**config.mk**
```make
export PLATFORM = sky130hd
export DESIGN_NAME = fetcher
export DESIGN_NICKNAME = d
export VERILOG_FILES = /design/src/rtl/fetcher_pkg.sv /design/src/rtl/fetcher_predictor.sv /design/src/rtl/fetcher.sv
export SDC_FILE = /design/constraint.sdc
export NUM_CORES = 1
export LEC_CHECK = 0
export ABC_AREA = 1
export CORE_UTILIZATION = 60
export CTS_BUF_LIST = sky130_fd_sc_hd__clkbuf_4 sky130_fd_sc_hd__clkbuf_8
export DETAILED_ROUTE_END_ITERATION = 10
export PLACE_DENSITY = 0.9
export SLEW_MARGIN = 15
export SYNTH_ARGS = -nofsm -noshare
export SYNTH_HDL_FRONTEND = slang
export SYNTH_HIERARCHICAL = 1
export SYNTH_SLANG_ARGS = --single-unit
```
**constraint.sdc**
```tcl
create_clock -name clk -period 4.95 [get_ports clk]
set_clock_uncertainty 0.1 [all_clocks]
set_input_delay 0.99 -clock clk [delete_from_list [all_inputs] [get_ports clk]]
set_output_delay 0.99 -clock clk [all_outputs]
set_load 0.1 [all_outputs]
```
**src/rtl/fetcher_pkg.sv**
```systemverilog
// Shared definitions for the instruction fetcher: widths, opcode fields,
// FSM state encoding and the instruction-queue entry layout.
package fetcher_pkg;

   localparam int INST_W = 32;
   localparam int ADDR_W = 32;

   localparam logic [6:0] OPC_JAL    = 7'b1101111;
   localparam logic [6:0] OPC_JALR   = 7'b1100111;
   localparam logic [6:0] OPC_BRANCH = 7'b1100011;

   typedef enum logic [1:0] {
      ST_IDLE    = 2'd0,
      ST_WAIT    = 2'd1,
      ST_DISCARD = 2'd2
   } fetchState_t;

   typedef struct packed {
      logic [INST_W-1:0] inst;
      logic [ADDR_W-1:0] pc;
      logic              jumpFlag;
   } iqEntry_t;

   function automatic logic [6:0] opcodeOf(input logic [INST_W-1:0] inst);
      return inst[6:0];
   endfunction

endpackage

```
**src/rtl/fetcher_predictor.sv**
```systemverilog
// Static branch predictor: JAL always taken, backward branches taken,
// everything else falls through to pc + 4.
module static_predictor
   import fetcher_pkg::*;
(
   input  logic [INST_W-1:0] inst,
   input  logic [ADDR_W-1:0] pc,
   output logic [ADDR_W-1:0] next_pc,
   output logic              jump_flag
);

   logic [ADDR_W-1:0] w_jImm;
   logic [ADDR_W-1:0] w_bImm;

   assign w_jImm = {{12{inst[31]}}, inst[19:12], inst[20], inst[30:21], 1'b0};
   assign w_bImm = {{20{inst[31]}}, inst[7], inst[30:25], inst[11:8], 1'b0};

   // JALR targets depend on a register value, so they are never predicted
   always_comb begin
      next_pc   = pc + ADDR_W'(4);
      jump_flag = 1'b0;
      case (opcodeOf(inst))
         OPC_JAL: begin
            next_pc   = pc + w_jImm;
            jump_flag = 1'b1;
         end
         OPC_BRANCH: begin
            if (inst[31]) begin
               next_pc   = pc + w_bImm;
               jump_flag = 1'b1;
            end
         end
         OPC_JALR: begin
         end
         default: begin
         end
      endcase
   end

endmodule

```
**src/rtl/fetcher.sv**
```systemverilog
// Instruction fetcher: issues one memory request at a time, predicts the next
// pc, buffers fetched words in a circular queue and feeds the decoder.
module fetcher
   import fetcher_pkg::*;
#(
   parameter int IQ_DEPTH = 4
) (
   input  logic              clk,
   input  logic              rst,
   input  logic              rdy,
   output logic              out_mem_valid,
   output logic [ADDR_W-1:0] out_mem_pc,
   input  logic              in_mem_done,
   input  logic [INST_W-1:0] in_mem_inst,
   output logic [INST_W-1:0] out_dcd_inst,
   output logic [ADDR_W-1:0] out_dcd_pc,
   output logic              out_dcd_jump_flag,
   input  logic              in_rob_full,
   input  logic              in_rs_full,
   input  logic              in_lsb_full,
   input  logic              in_rob_flush,
   input  logic [ADDR_W-1:0] in_rob_flush_pc
);

   localparam int PTR_W = $clog2(IQ_DEPTH);
   localparam int CNT_W = PTR_W + 1;
   localparam logic [CNT_W-1:0] CNT_FULL = CNT_W'(IQ_DEPTH);

   fetchState_t       r_state;
   fetchState_t       w_stateNext;
   logic [ADDR_W-1:0] r_pc;
   logic [PTR_W-1:0]  r_head;
   logic [PTR_W-1:0]  r_tail;
   logic [CNT_W-1:0]  r_count;
   iqEntry_t          r_queue [IQ_DEPTH];
   iqEntry_t          w_headEntry;
   logic              w_stall;
   logic              w_issue;
   logic              w_enq;
   logic [ADDR_W-1:0] w_predPc;
   logic              w_predJump;

   static_predictor u_predictor (
      .inst      (in_mem_inst),
      .pc        (r_pc),
      .next_pc   (w_predPc),
      .jump_flag (w_predJump)
   );

   assign w_stall     = in_rob_full | in_rs_full | in_lsb_full;
   assign w_headEntry = r_queue[r_head];
   assign w_issue     = rdy && !in_rob_flush && (r_count != '0) && !w_stall;
   assign w_enq       = rdy && !in_rob_flush && (r_state == ST_WAIT) && in_mem_done;

   // A flush during an outstanding request parks in DISCARD so the stale
   // completion is swallowed instead of being queued under the new pc.
   always_comb begin
      w_stateNext = r_state;
      if (rdy) begin
         if (in_rob_flush) begin
            if ((r_state == ST_WAIT || r_state == ST_DISCARD) && !in_mem_done)
               w_stateNext = ST_DISCARD;
            else
               w_stateNext = ST_IDLE;
         end else begin
            case (r_state)
               ST_IDLE:    if (r_count < CNT_FULL) w_stateNext = ST_WAIT;
               ST_WAIT:    if (in_mem_done) w_stateNext = ST_IDLE;
               ST_DISCARD: if (in_mem_done) w_stateNext = ST_IDLE;
               default:    w_stateNext = ST_IDLE;
            endcase
         end
      end
   end

   always_ff @(posedge clk or posedge rst) begin
      if (rst) begin
         r_state <= ST_IDLE;
         r_pc    <= '0;
         r_head  <= '0;
         r_tail  <= '0;
         r_count <= '0;
      end else if (rdy) begin
         r_state <= w_stateNext;
         if (in_rob_flush) begin
            r_pc    <= in_rob_flush_pc;
            r_head  <= '0;
            r_tail  <= '0;
            r_count <= '0;
         end else begin
            if (w_enq) begin
               r_pc   <= w_predPc;
               r_tail <= r_tail + PTR_W'(1);
            end
            if (w_issue)
               r_head <= r_head + PTR_W'(1);
            case ({w_enq, w_issue})
               2'b10:   r_count <= r_count + CNT_W'(1);
               2'b01:   r_count <= r_count - CNT_W'(1);
               default: r_count <= r_count;
            endcase
         end
      end
   end

   // Queue storage needs no reset: validity is tracked by the pointers and count
   always_ff @(posedge clk) begin
      if (w_enq)
         r_queue[r_tail] <= '{inst: in_mem_inst, pc: r_pc, jumpFlag: w_predJump};
   end

   assign out_mem_valid     = (r_state == ST_WAIT);
   assign out_mem_pc        = r_pc;
   assign out_dcd_inst      = w_issue ? w_headEntry.inst : '0;
   assign out_dcd_pc        = w_issue ? w_headEntry.pc : '0;
   assign out_dcd_jump_flag = w_issue ? w_headEntry.jumpFlag : 1'b0;

endmodule

```
==> reports/qor.yml <==
final_layout:
  drive_gt1_frac: 0.0890
  final_cells: 2755
  syn2layout_area_growth_pct: 20.9
  diodes: 0
  nNetsFinal: 2459
clock_network:
  clk_pin_slew_ps: 60
  htree_levels: 2
  cts.sinks: 301
  postCtsResizedCells: 0
  cts_buffer_depth: 3
  cts_buffers: 46
  cts_tree: "done"
  clkLatencyLatePin_ps: 600
  post_cts_buffers: 0
  root_buffer: "clkbuf_8"
  ctsHoldBuffers: 0
die:
  ios: 170
  die_area_um2: 30000
  initial_core_util: 0.610
  placementRows: 62
  core-area_um2: 28800
  die_h_um: 173
  floorplan.die.width_um: 173
place:
  place_hpwl_mm: 41.6
  place_congestion: 0.956
  place_inst: 2670
  port_buffers: 169
synthesis:
  synth_cells: 2173
  synth_warnings: 6
  synth-edff-count: 260
  synth_seq_cells: 301
  synthArstFlopShare: 0.136
  synth_area_um2: 17600
  synth.avg_cell_area_um2: 8.08
  syn_nets: 2298
  synthFlopType: "edfxtp_1"
  synth_cell_type_count: 45
  synth.yosys.seq_area_share: 0.503
sta:
  tightest_slew_ps: 1010
  hold_viol_final: 0
  relSlewSlack: 0.322
  finalSetupViolCount: 0
  tns_ps: 0
  clock.fmax_ghz: 0.227
  rsz0062_at_grt: "false"
  fin_crit_sh: 0.889
  layout_min_cycle_time_ps: 4400
  slew_viol_final: 0
drt:
  vias: 16700
  drt_wl_total_mm: 60.5
  dr.pass1.iters: 8
  drt_iter0_drc: 2344
  drt-wirelength-per-cell_um: 22.0
  route.detailed.drc: 0
  via_per_inst: 6.07
  ant_nets: 0
critical_path:
  critPathTopFamily: "buffers and inverters"
  endpoint_kind: "output port"
  path_cells: "buf_4 > buf_4 > o21ai_0 > o22ai_1 > nand2_1 > inv_1 > buf_12"
  cp.depth: 7
  slowest_stage: "buf_4"
  critPathBufInv: 4
  cp_max_fo: 76
  path_common_cell: "buf_4"
  worstSetupPathType: "flip-flop to output port"
  slowest_delay_ps: 700
  timing.rr.start: "out_mem_pc[3]"
  ff2ff_path_depth: 10
  start_kind: "flip-flop"
  startpoint: "r_head[0]"
  worstSetupEndpoint: "out_dcd_pc[8]"
  r2r-end: "out_mem_pc[8]"
  cp.required_ps: 3860
  r2r_slack_ps: 1820
  crit_arrival_ps: 3310
grt:
  grt_pass1_vias: 16200
  antenna_found_initial: 0
  grtUsageTotal: 0.401
  grt_remaining_overflow: 0
  grt_pass1_wl_mm: 91.8
  grt_max_degree: 77
status:
  outcome: "finished, final reports clean"
job:
  max_cap_violations: 0
worst_hold_path:
  hold_path_class: "flip-flop to flip-flop"
power_and_ir_drop:
  p_leak_uw: 0.00928
  ir_drop_mv: 0.413
  power.density_nw_per_um2: 375
==> metal layers <==
layer / track usage / vias to the layer above / routed length [um]
met5: 0 / - / 0
met3: 0.0646 / 210 / 5770
li1: - / 7541 / -
met2: 0.663 / 1119 / 28700
met1: 0.517 / 7851 / 23100
met4: 0.192 / 0 / 3030
==> flip-flops by register name, summed over array words and instances (netlist names) <==
| signal | count |
|---|---|
| r_tail | 2 |
| r_queue | 260 |
| r_state | 2 |
| out_mem_pc | 32 |
| r_count | 3 |
| r_head | 2 |
==> cell families (layout without fill, tap and decap cells) <==
| family | Yosys count | in the layout | synth area share |
|---|---|---|---|
| AO/OA/AOI/OAI | 349 | 349 | 0.111 |
| adder cells (fa/ha/maj) | 53 | 53 | 0.0391 |
| flip-flops | 301 | 301 | 0.503 |
| XOR/XNOR | 12 | 12 | 0.00599 |
| buffers and inverters | 364 | 562 | 0.0843 |
| AND/OR/NAND/NOR | 1094 | 1094 | 0.257 |
==> tightest hold or removal path: cells and delay by family, from the launching register on <==
kind | cells | cell delay (ps)
AND/OR/NAND/NOR | 2 | 120
flip-flops | 1 | 410
==> cells in the final DEF (no fill, tap or decap), types with 3 or more instances in the layout <==
cell,n
o211ai_1,6
nand2_2,7
clkbuf_8,52
clkbuf_4,13
clkinv_1,6
o221ai_1,5
nand3_1,150
ha_1,50
clkdlybuf4s50_1,104
o21ai_0,164
nand2_1,593
nor2_4,7
fa_1,3
nor2_2,5
a31oi_1,32
o22ai_1,66
o21bai_1,6
nor3_2,3
buf_12,70
buf_4,17
dfrtp_1,39
nand3b_1,7
inv_2,9
nor2_1,278
clkinv_2,10
inv_1,274
a21oi_1,60
or2_2,4
xor2_1,11
nor3_1,17
o21ai_1,4
nand4_1,14
edfxtp_1,260
==> worst min path at each step <==
stage / from / to / slack [ps] / cells past startpoint
2_1_floorplan: r_count[1] / r_count[1] / 400 / 2
3_3_place_gp: r_count[1] / r_count[1] / 420 / 2
3_5_place_dp: r_count[1] / r_count[1] / 430 / 2
4_1_cts: r_count[2] / r_count[2] / 460 / 2
5_1_grt: r_count[2] / r_count[2] / 490 / 2
6_report: r_count[2] / r_count[2] / 470 / 2
==> through the flow <==
stage | total power (uW) | cell area, um2 | hold WS [ps] | worst slack (ps) | utilization
after CTS | 7880 | 21200 | 458 | 623 | 0.737
final | 7960 | 21200 | 466 | 550 | 0.737
after detailed placement | 5680 | 20200 | 432 | 799 | 0.703
after floorplan | 4860 | 17600 | 397 | 87.5 | -
after global placement | 5620 | 20200 | 418 | 919 | 0.703
after global routing | 8270 | 21200 | 490 | 463 | 0.737
==> final cells by class <==
| cell class | instances | area, um2 |
|---|---|---|
| clock inverters | 20 | 169 |
| clock buffers | 65 | 813 |
| inverters | 286 | 1080 |
| flip-flops and latches | 301 | 8840 |
| well taps | 384 | 480 |
| fillers | 1964 | 7560 |
| multi-input cells | 1508 | 7270 |
| repair buffers | 191 | 2570 |
==> synth_stat cells (5+ instances only) <==
library cell  number  area share
inv_2             10      0.0021
o21ai_0          164       0.047
buf_4              5      0.0021
nor2_2             5      0.0018
nand2_2            7      0.0025
nand4_1           14      0.0050
ha_1              50       0.036
a31oi_1           32       0.011
buf_2             21      0.0060
o211ai_1           6      0.0026
o21bai_1           6      0.0026
nor3_1            17      0.0048
nor2_1           282       0.060
dfrtp_1           41       0.058
xor2_1            11      0.0055
a21oi_1           60       0.017
o22ai_1           66       0.024
nand3_1          150       0.043
edfxtp_1         260        0.44
inv_1            275       0.059
nand3b_1           7      0.0030
buf_6              9      0.0058
clkbuf_1          39      0.0083
nand2_1          593        0.13
o221ai_1           5      0.0025
==> power breakdown <==
group | internal [uW] | total (uW) | switching (uW)
combinational | 735 | 2630 | 1890
sequential | 2880 | 3120 | 239
clock | 1180 | 2210 | 1030
(Power assumes the default switching activity.)
